<file path="config.mk">
export PLATFORM = sky130hd
export DESIGN_NAME = em_mac_acc
export DESIGN_NICKNAME = d
export VERILOG_FILES = /design/src/rtl/em_mac_acc.sv
export SDC_FILE = /design/constraint.sdc
export NUM_CORES = 1
export LEC_CHECK = 0
export CAP_MARGIN = 40
export CELL_PAD_IN_SITES_DETAIL_PLACEMENT = 1
export CELL_PAD_IN_SITES_GLOBAL_PLACEMENT = 1
export CORE_MARGIN = 1.5
export CORE_UTILIZATION = 43
export DETAILED_ROUTE_END_ITERATION = 8
export PLACE_DENSITY_LB_ADDON = 0.1
export SETUP_SLACK_MARGIN = 0.05
export SLEW_MARGIN = 20
export SYNTH_ARGS = -nofsm -noshare
export SYNTH_HDL_FRONTEND = slang
export SYNTH_SLANG_ARGS = --single-unit
export TNS_END_PERCENT = 20
</file>
<file path="constraint.sdc">
create_clock -name CLK -period 7 [get_ports CLK]
set_input_delay 1.75 -clock CLK [delete_from_list [all_inputs] [get_ports CLK]]
set_output_delay 1.75 -clock CLK [all_outputs]
set_load 0.03 [all_outputs]
</file>
<file path="src/rtl/em_mac_acc.sv">
// -----------------------------------------------------------------------------
// em_mac_acc -- dual 40-bit multiply-accumulate register file with saturation.
//
// A two-stage pipeline that sits behind the E-stage product adder.
// Stage W latches the rounded product and its control. Stage X combines the
// latched product with the target accumulator and writes the result back.
// Overflow is detected at 41 bits. It either saturates or wraps, and it always
// sets the accumulator's sticky flag.
//
// Ports
//   CLK         in   1   clock, all state on rising edge
//   RST         in   1   synchronous active-high reset
//   MACin_E     in  40   rounded two's-complement product
//   op_valid_E  in   1   product/control valid this cycle
//   acc_op_E    in   2   00 MPY, 01 MAC, 10 MSU, 11 CLR
//   acc_sel_E   in   1   target accumulator (0 = A0, 1 = A1)
//   sat_en_E    in   1   saturate on overflow for this op
//   hold_E      in   1   pipeline stall; freezes all state
//   rd_sel      in   1   accumulator shown on ACC_out / SAT_out
//   ACC_out     out 40   selected accumulator
//   SAT_out     out 32   selected accumulator saturated to 32 bits
//   ovf_sticky  out  2   sticky overflow flags, bit 0 = A0, bit 1 = A1
//   res_valid   out  1   one-cycle pulse after each accumulator write
// -----------------------------------------------------------------------------
module em_mac_acc (
    input  logic               CLK,
    input  logic               RST,
    input  logic signed [39:0] MACin_E,
    input  logic               op_valid_E,
    input  logic [1:0]         acc_op_E,
    input  logic               acc_sel_E,
    input  logic               sat_en_E,
    input  logic               hold_E,
    input  logic               rd_sel,
    output logic signed [39:0] ACC_out,
    output logic signed [31:0] SAT_out,
    output logic [1:0]         ovf_sticky,
    output logic               res_valid
);

    localparam logic [1:0] OP_MPY = 2'b00;
    localparam logic [1:0] OP_MAC = 2'b01;
    localparam logic [1:0] OP_MSU = 2'b10;
    localparam logic [1:0] OP_CLR = 2'b11;

    localparam logic signed [39:0] ACC_MAX = 40'sh7F_FFFF_FFFF;
    localparam logic signed [39:0] ACC_MIN = 40'sh80_0000_0000;
    localparam logic signed [31:0] S32_MAX = 32'sh7FFF_FFFF;
    localparam logic signed [31:0] S32_MIN = 32'sh8000_0000;

    // Clamp a 41-bit MAC/MSU result to the 40-bit range. The sign of the
    // out-of-range value is bit 40.
    function automatic logic signed [39:0] sat40(input logic signed [40:0] r);
        if (r[40] != r[39])
            sat40 = r[40] ? ACC_MIN : ACC_MAX;
        else
            sat40 = r[39:0];
    endfunction

    // 32-bit view: the value fits when the guard bits 39:31 all agree.
    function automatic logic signed [31:0] sat32(input logic signed [39:0] a);
        if ((&a[39:31]) || !(|a[39:31]))
            sat32 = a[31:0];
        else
            sat32 = a[39] ? S32_MIN : S32_MAX;
    endfunction

    logic signed [39:0] p_p0;
    logic [1:0]         op_p0;
    logic               sel_p0;
    logic               sat_p0;
    logic               vld_p0;

    logic signed [39:0] acc_a0;
    logic signed [39:0] acc_a1;
    logic [1:0]         ovf_q;
    logic               vld_p1;

    logic signed [39:0] acc_cur;
    logic signed [40:0] sum_x;
    logic signed [40:0] dif_x;
    logic signed [40:0] res_x;
    logic signed [39:0] acc_nxt;
    logic               ovf_x;
    logic               wr_x;

    // ---------------- Stage W: capture product and control ----------------
    always_ff @(posedge CLK) begin
        if (RST)
            vld_p0 <= 1'b0;
        else if (!hold_E)
            vld_p0 <= op_valid_E;
    end

    always_ff @(posedge CLK) begin
        if (!hold_E && op_valid_E) begin
            p_p0   <= MACin_E;
            op_p0  <= acc_op_E;
            sel_p0 <= acc_sel_E;
            sat_p0 <= sat_en_E;
        end
    end

    // ---------------- Stage X: combine with accumulator, write back -------
    // The registered accumulator is always current here, because a write lands
    // on the same edge that advances the next op into this stage.
    always_comb begin
        acc_cur = sel_p0 ? acc_a1 : acc_a0;
        sum_x   = {acc_cur[39], acc_cur} + {p_p0[39], p_p0};
        dif_x   = {acc_cur[39], acc_cur} - {p_p0[39], p_p0};
        res_x   = sum_x;
        acc_nxt = p_p0;
        ovf_x   = 1'b0;
        case (op_p0)
            OP_MPY: acc_nxt = p_p0;
            OP_MAC: res_x   = sum_x;
            OP_MSU: res_x   = dif_x;
            OP_CLR: acc_nxt = '0;
            default: acc_nxt = p_p0;
        endcase
        if (op_p0 == OP_MAC || op_p0 == OP_MSU) begin
            ovf_x   = res_x[40] ^ res_x[39];
            acc_nxt = sat_p0 ? sat40(res_x) : res_x[39:0];
        end
        wr_x = vld_p0 && !hold_E;
    end

    always_ff @(posedge CLK) begin
        if (RST) begin
            acc_a0 <= '0;
            acc_a1 <= '0;
            ovf_q  <= 2'b00;
            vld_p1 <= 1'b0;
        end else begin
            vld_p1 <= wr_x;
            if (wr_x) begin
                if (sel_p0)
                    acc_a1 <= acc_nxt;
                else
                    acc_a0 <= acc_nxt;
                if (op_p0 == OP_CLR)
                    ovf_q[sel_p0] <= 1'b0;
                else if (ovf_x)
                    ovf_q[sel_p0] <= 1'b1;
            end
        end
    end

    // ---------------- Read port: registered state only, no bypass --------
    assign ACC_out    = rd_sel ? acc_a1 : acc_a0;
    assign SAT_out    = sat32(ACC_out);
    assign ovf_sticky = ovf_q;
    assign res_valid  = vld_p1;

endmodule

</file>
==> impl_metrics.py <==
metrics = {
    "run_status": {
        "status": "finished, final reports clean",
    },
    "die": {
        "die_y_um": 155,
        "pin_count": 124,
        "die-area_um2": 24200,
        "initial_utilization": 0.440,
        "num_rows": 55,
        "die_w_um": 155,
        "core_area_um2": 22700,
    },
    "setup_path": {
        "worstPathRequired_ps": 5250,
        "cpMostUsedCell": "buf_4",
        "critPathMaxFanout": 32,
        "critical_path.max_stage_delay_ps": 600,
        "path_cells": "buf_2 -> buf_4 -> mux2i_1 -> inv_1 -> o41ai_2 -> buf_4 -> mux2_2 -> clkdlybuf4s50_1",
        "crit_type": "in -> out",
        "critPathLaunchType": "input port",
        "end_kind": "output port",
        "arrival_ps": 4850,
        "crit_path_top_delay_cell": "clkdlybuf4s50_1",
    },
    "timing": {
        "fin_skew_ps": 14.0,
        "hold_viol_final": 0,
        "max_freq_ghz": 0.152,
        "setup_viol": 0,
        "tns_ps": 0,
        "rsz0062_at_grt": "false",
        "relSlewSlack": 0.467,
        "worst_pin_slew_ps": 800,
        "fin_crit_ps": 6600,
        "fin_crit_sh": 0.943,
        "slew_violations": 0,
        "finalWorstSetupSlack_ps": 401,
    },
    "logic_synthesis": {
        "ys_seq_elements": 128,
        "synth_area_um2": 9990,
        "ys.flop_type": "dfxtp_1",
        "yosysTopAreaCell": "dfxtp_1",
        "synth.top_cell.area_share": 0.168,
        "synth_edf_count": 44,
        "ys_types": 76,
        "async_flop_share": 0,
        "synthCells": 1142,
        "syn-num-nets": 1235,
        "synth_area_leaders": "dfxtp_1, edfxtp_1, mux2_2, xnor2_1, ha_1",
        "synth-seq-area-share": 0.300,
        "synth_area_per_cell_um2": 8.75,
        "yosys_warnings": 0,
    },
    "pwr": {
        "p_int_mw": 1.78,
        "switching_share": 0.343,
        "p_switching_mw": 0.928,
        "pwr-share-seq": 0.314,
        "combPwrFrac": 0.310,
        "ir_drop_mv": 0.159,
        "pwr-share-clk": 0.376,
        "p_leak_nw": 4.81,
        "powerDensity_nw_per_um2": 221,
    },
    "cts": {
        "clkTransAtPathRegs_ps": 60,
        "cts_tree": "yes",
        "cts_made_buffers": 17,
        "clk-insertion-delay-late_ps": 440,
        "cts.sinks": 128,
        "ctsHoldBuffers": 0,
        "cts_resized": 0,
        "cts_setup_buffers": 0,
        "cts_buffer_depth": 2,
        "htreeDepth": 4,
        "root_buffer": "clkbuf_16",
    },
    "route": {
        "first_pass_iters": 5,
        "drt_iter0_markers": 813,
        "drt_wl_total_um": 36500,
        "vias": 9736,
        "ant_nets": 0,
        "drc": 0,
        "viasPerCell": 6.34,
        "wl_per_cell_um": 23.8,
    },
    "placed_design": {
        "dpl.hpwl_um": 25500,
        "dp_slack_ps": 415,
        "io_buffers": 123,
        "gp_congestion": 0.881,
    },
    "min_path": {
        "min_path_type": "reg -> reg",
    },
    "global_route": {
        "grt_pass1_vias": 9884,
        "grt_first_pass_wirelength_um": 56800,
        "antenna_found_initial": 0,
        "gr-total-overflow": 0,
        "grt_max_degree": 53,
        "grt_usage": 0.305,
    },
    "cells_and_area": {
        "layout_common_cells": "clkdlybuf4s50_1, a21oi_1, mux2_2, nand2_1, o21ai_0",
        "area_growth_pct": 22.6,
        "regArea_um2": 3000,
        "antennaDiodeCount": 0,
        "final_common_cell": "clkdlybuf4s50_1",
        "nets": 1330,
        "drive_gt1_frac": 0.176,
        "multi_input_area_um2": 6530,
        "fillers": 2614,
    },
    "job": {
        "max_cap_violations": 0,
    },
}
==> area by class of cell <==
| class | count | share of cell area |
|---|---|---|
| inverter | 39 | 0.0119 |
| clock buffer | 19 | 0.0353 |
| sequential | 128 | 0.245 |
| clock inverter | 13 | 0.0172 |
| tap | 285 | 0.0291 |
| timing repair buffer | 157 | 0.129 |
| multi-input combinational | 894 | 0.533 |
==> kinds of logic (layout without fill, tap and decap cells) <==
group / count (synthesis) / after routing / synth area share
muxes: 112 / 112 / 0.125
adders and majority gates: 44 / 44 / 0.0558
buffers and inverters: 120 / 228 / 0.0515
AOI/OAI and AO/OA: 389 / 389 / 0.266
and+or+nand+nor: 274 / 274 / 0.135
DFF: 128 / 128 / 0.300
xor gates and xnor gates: 75 / 75 / 0.0657
==> final timing paths <==
kind | start | end | slack [ps] | depth (start not counted)
worst max-delay path | rd_sel | SAT_out[27] | 400 | 8
worst min-delay path | acc_a0[28] | acc_a0[28] | 490 | 2
worst max register to register | p_p0[0] | acc_a1[34] | 760 | 21
worst min register to register | acc_a0[28] | acc_a0[28] | 490 | 2
==> through the flow <==
step	cell area [µm²]	total power, mW	hold WS [ps]	cells	utilization
final	12300	2.70	492	1535	0.540
after global routing	12300	2.81	527	1535	0.540
after CTS	12300	2.71	496	1535	0.540
after detailed placement	11600	1.69	477	1503	0.511
after global placement	11500	1.66	481	1500	0.508
after floorplan	9990	1.40	448	1142	-
==> worst max-delay path: cells and delay by family <==
family / cells / cell delay (ps)
AOI/OAI and AO/OA: 1 / 350
buffers and inverters: 5 / 2020
muxes: 2 / 690
==> state kept, by name (all words and copies together), names as in the netlist, named ones only <==
name and cells:
op_p0 2, acc_a1 40, res_valid 1, sel_p0 1
p_p0 40, acc_a0 40, vld_p0 1, sat_p0 1
==> power groups by stage <==
stage	sequential (mW)	clock, mW	combinational, mW
2_1_floorplan	0.844	0	0.561
3_3_place_gp	0.861	0	0.804
5_1_grt	0.851	1.06	0.896
4_1_cts	0.846	1.03	0.834
6_report	0.848	1.02	0.839
3_5_place_dp	0.861	0	0.824
==> synth_stat cells, types with 4 or more instances <==
cell / count
a211oi_1: 11
a21o_1: 17
a21oi_1: 101
a221oi_1: 17
a221oi_2: 24
a31oi_1: 40
and2_1: 4
and3_1: 11
buf_1: 9
buf_2: 9
buf_6: 6
clkbuf_1: 55
dfxtp_1: 84
edfxtp_1: 44
ha_1: 43
inv_1: 38
mux2_2: 100
mux2i_1: 11
nand2_1: 100
nand2b_1: 6
nand3_1: 23
nand4_1: 17
nor2_1: 53
nor2_2: 4
nor2b_1: 7
nor3_1: 17
nor4_1: 7
o211ai_1: 35
o21a_1: 8
o21ai_0: 86
o21ai_1: 8
o21bai_1: 8
o41ai_1: 6
or3_1: 4
xnor2_1: 62
xor2_1: 13
==> routing by layer <==
metal / part of all wire / up-vias / global-route usage
met5: 0 / - / 0
met3: 0.061 / 65 / 0.0457
met2: 0.47 / 385 / 0.504
met4: 0.022 / 0 / 0.0957
met1: 0.45 / 4802 / 0.409
li1: - / 4484 / -
Power figures use the tool's default switching activity.
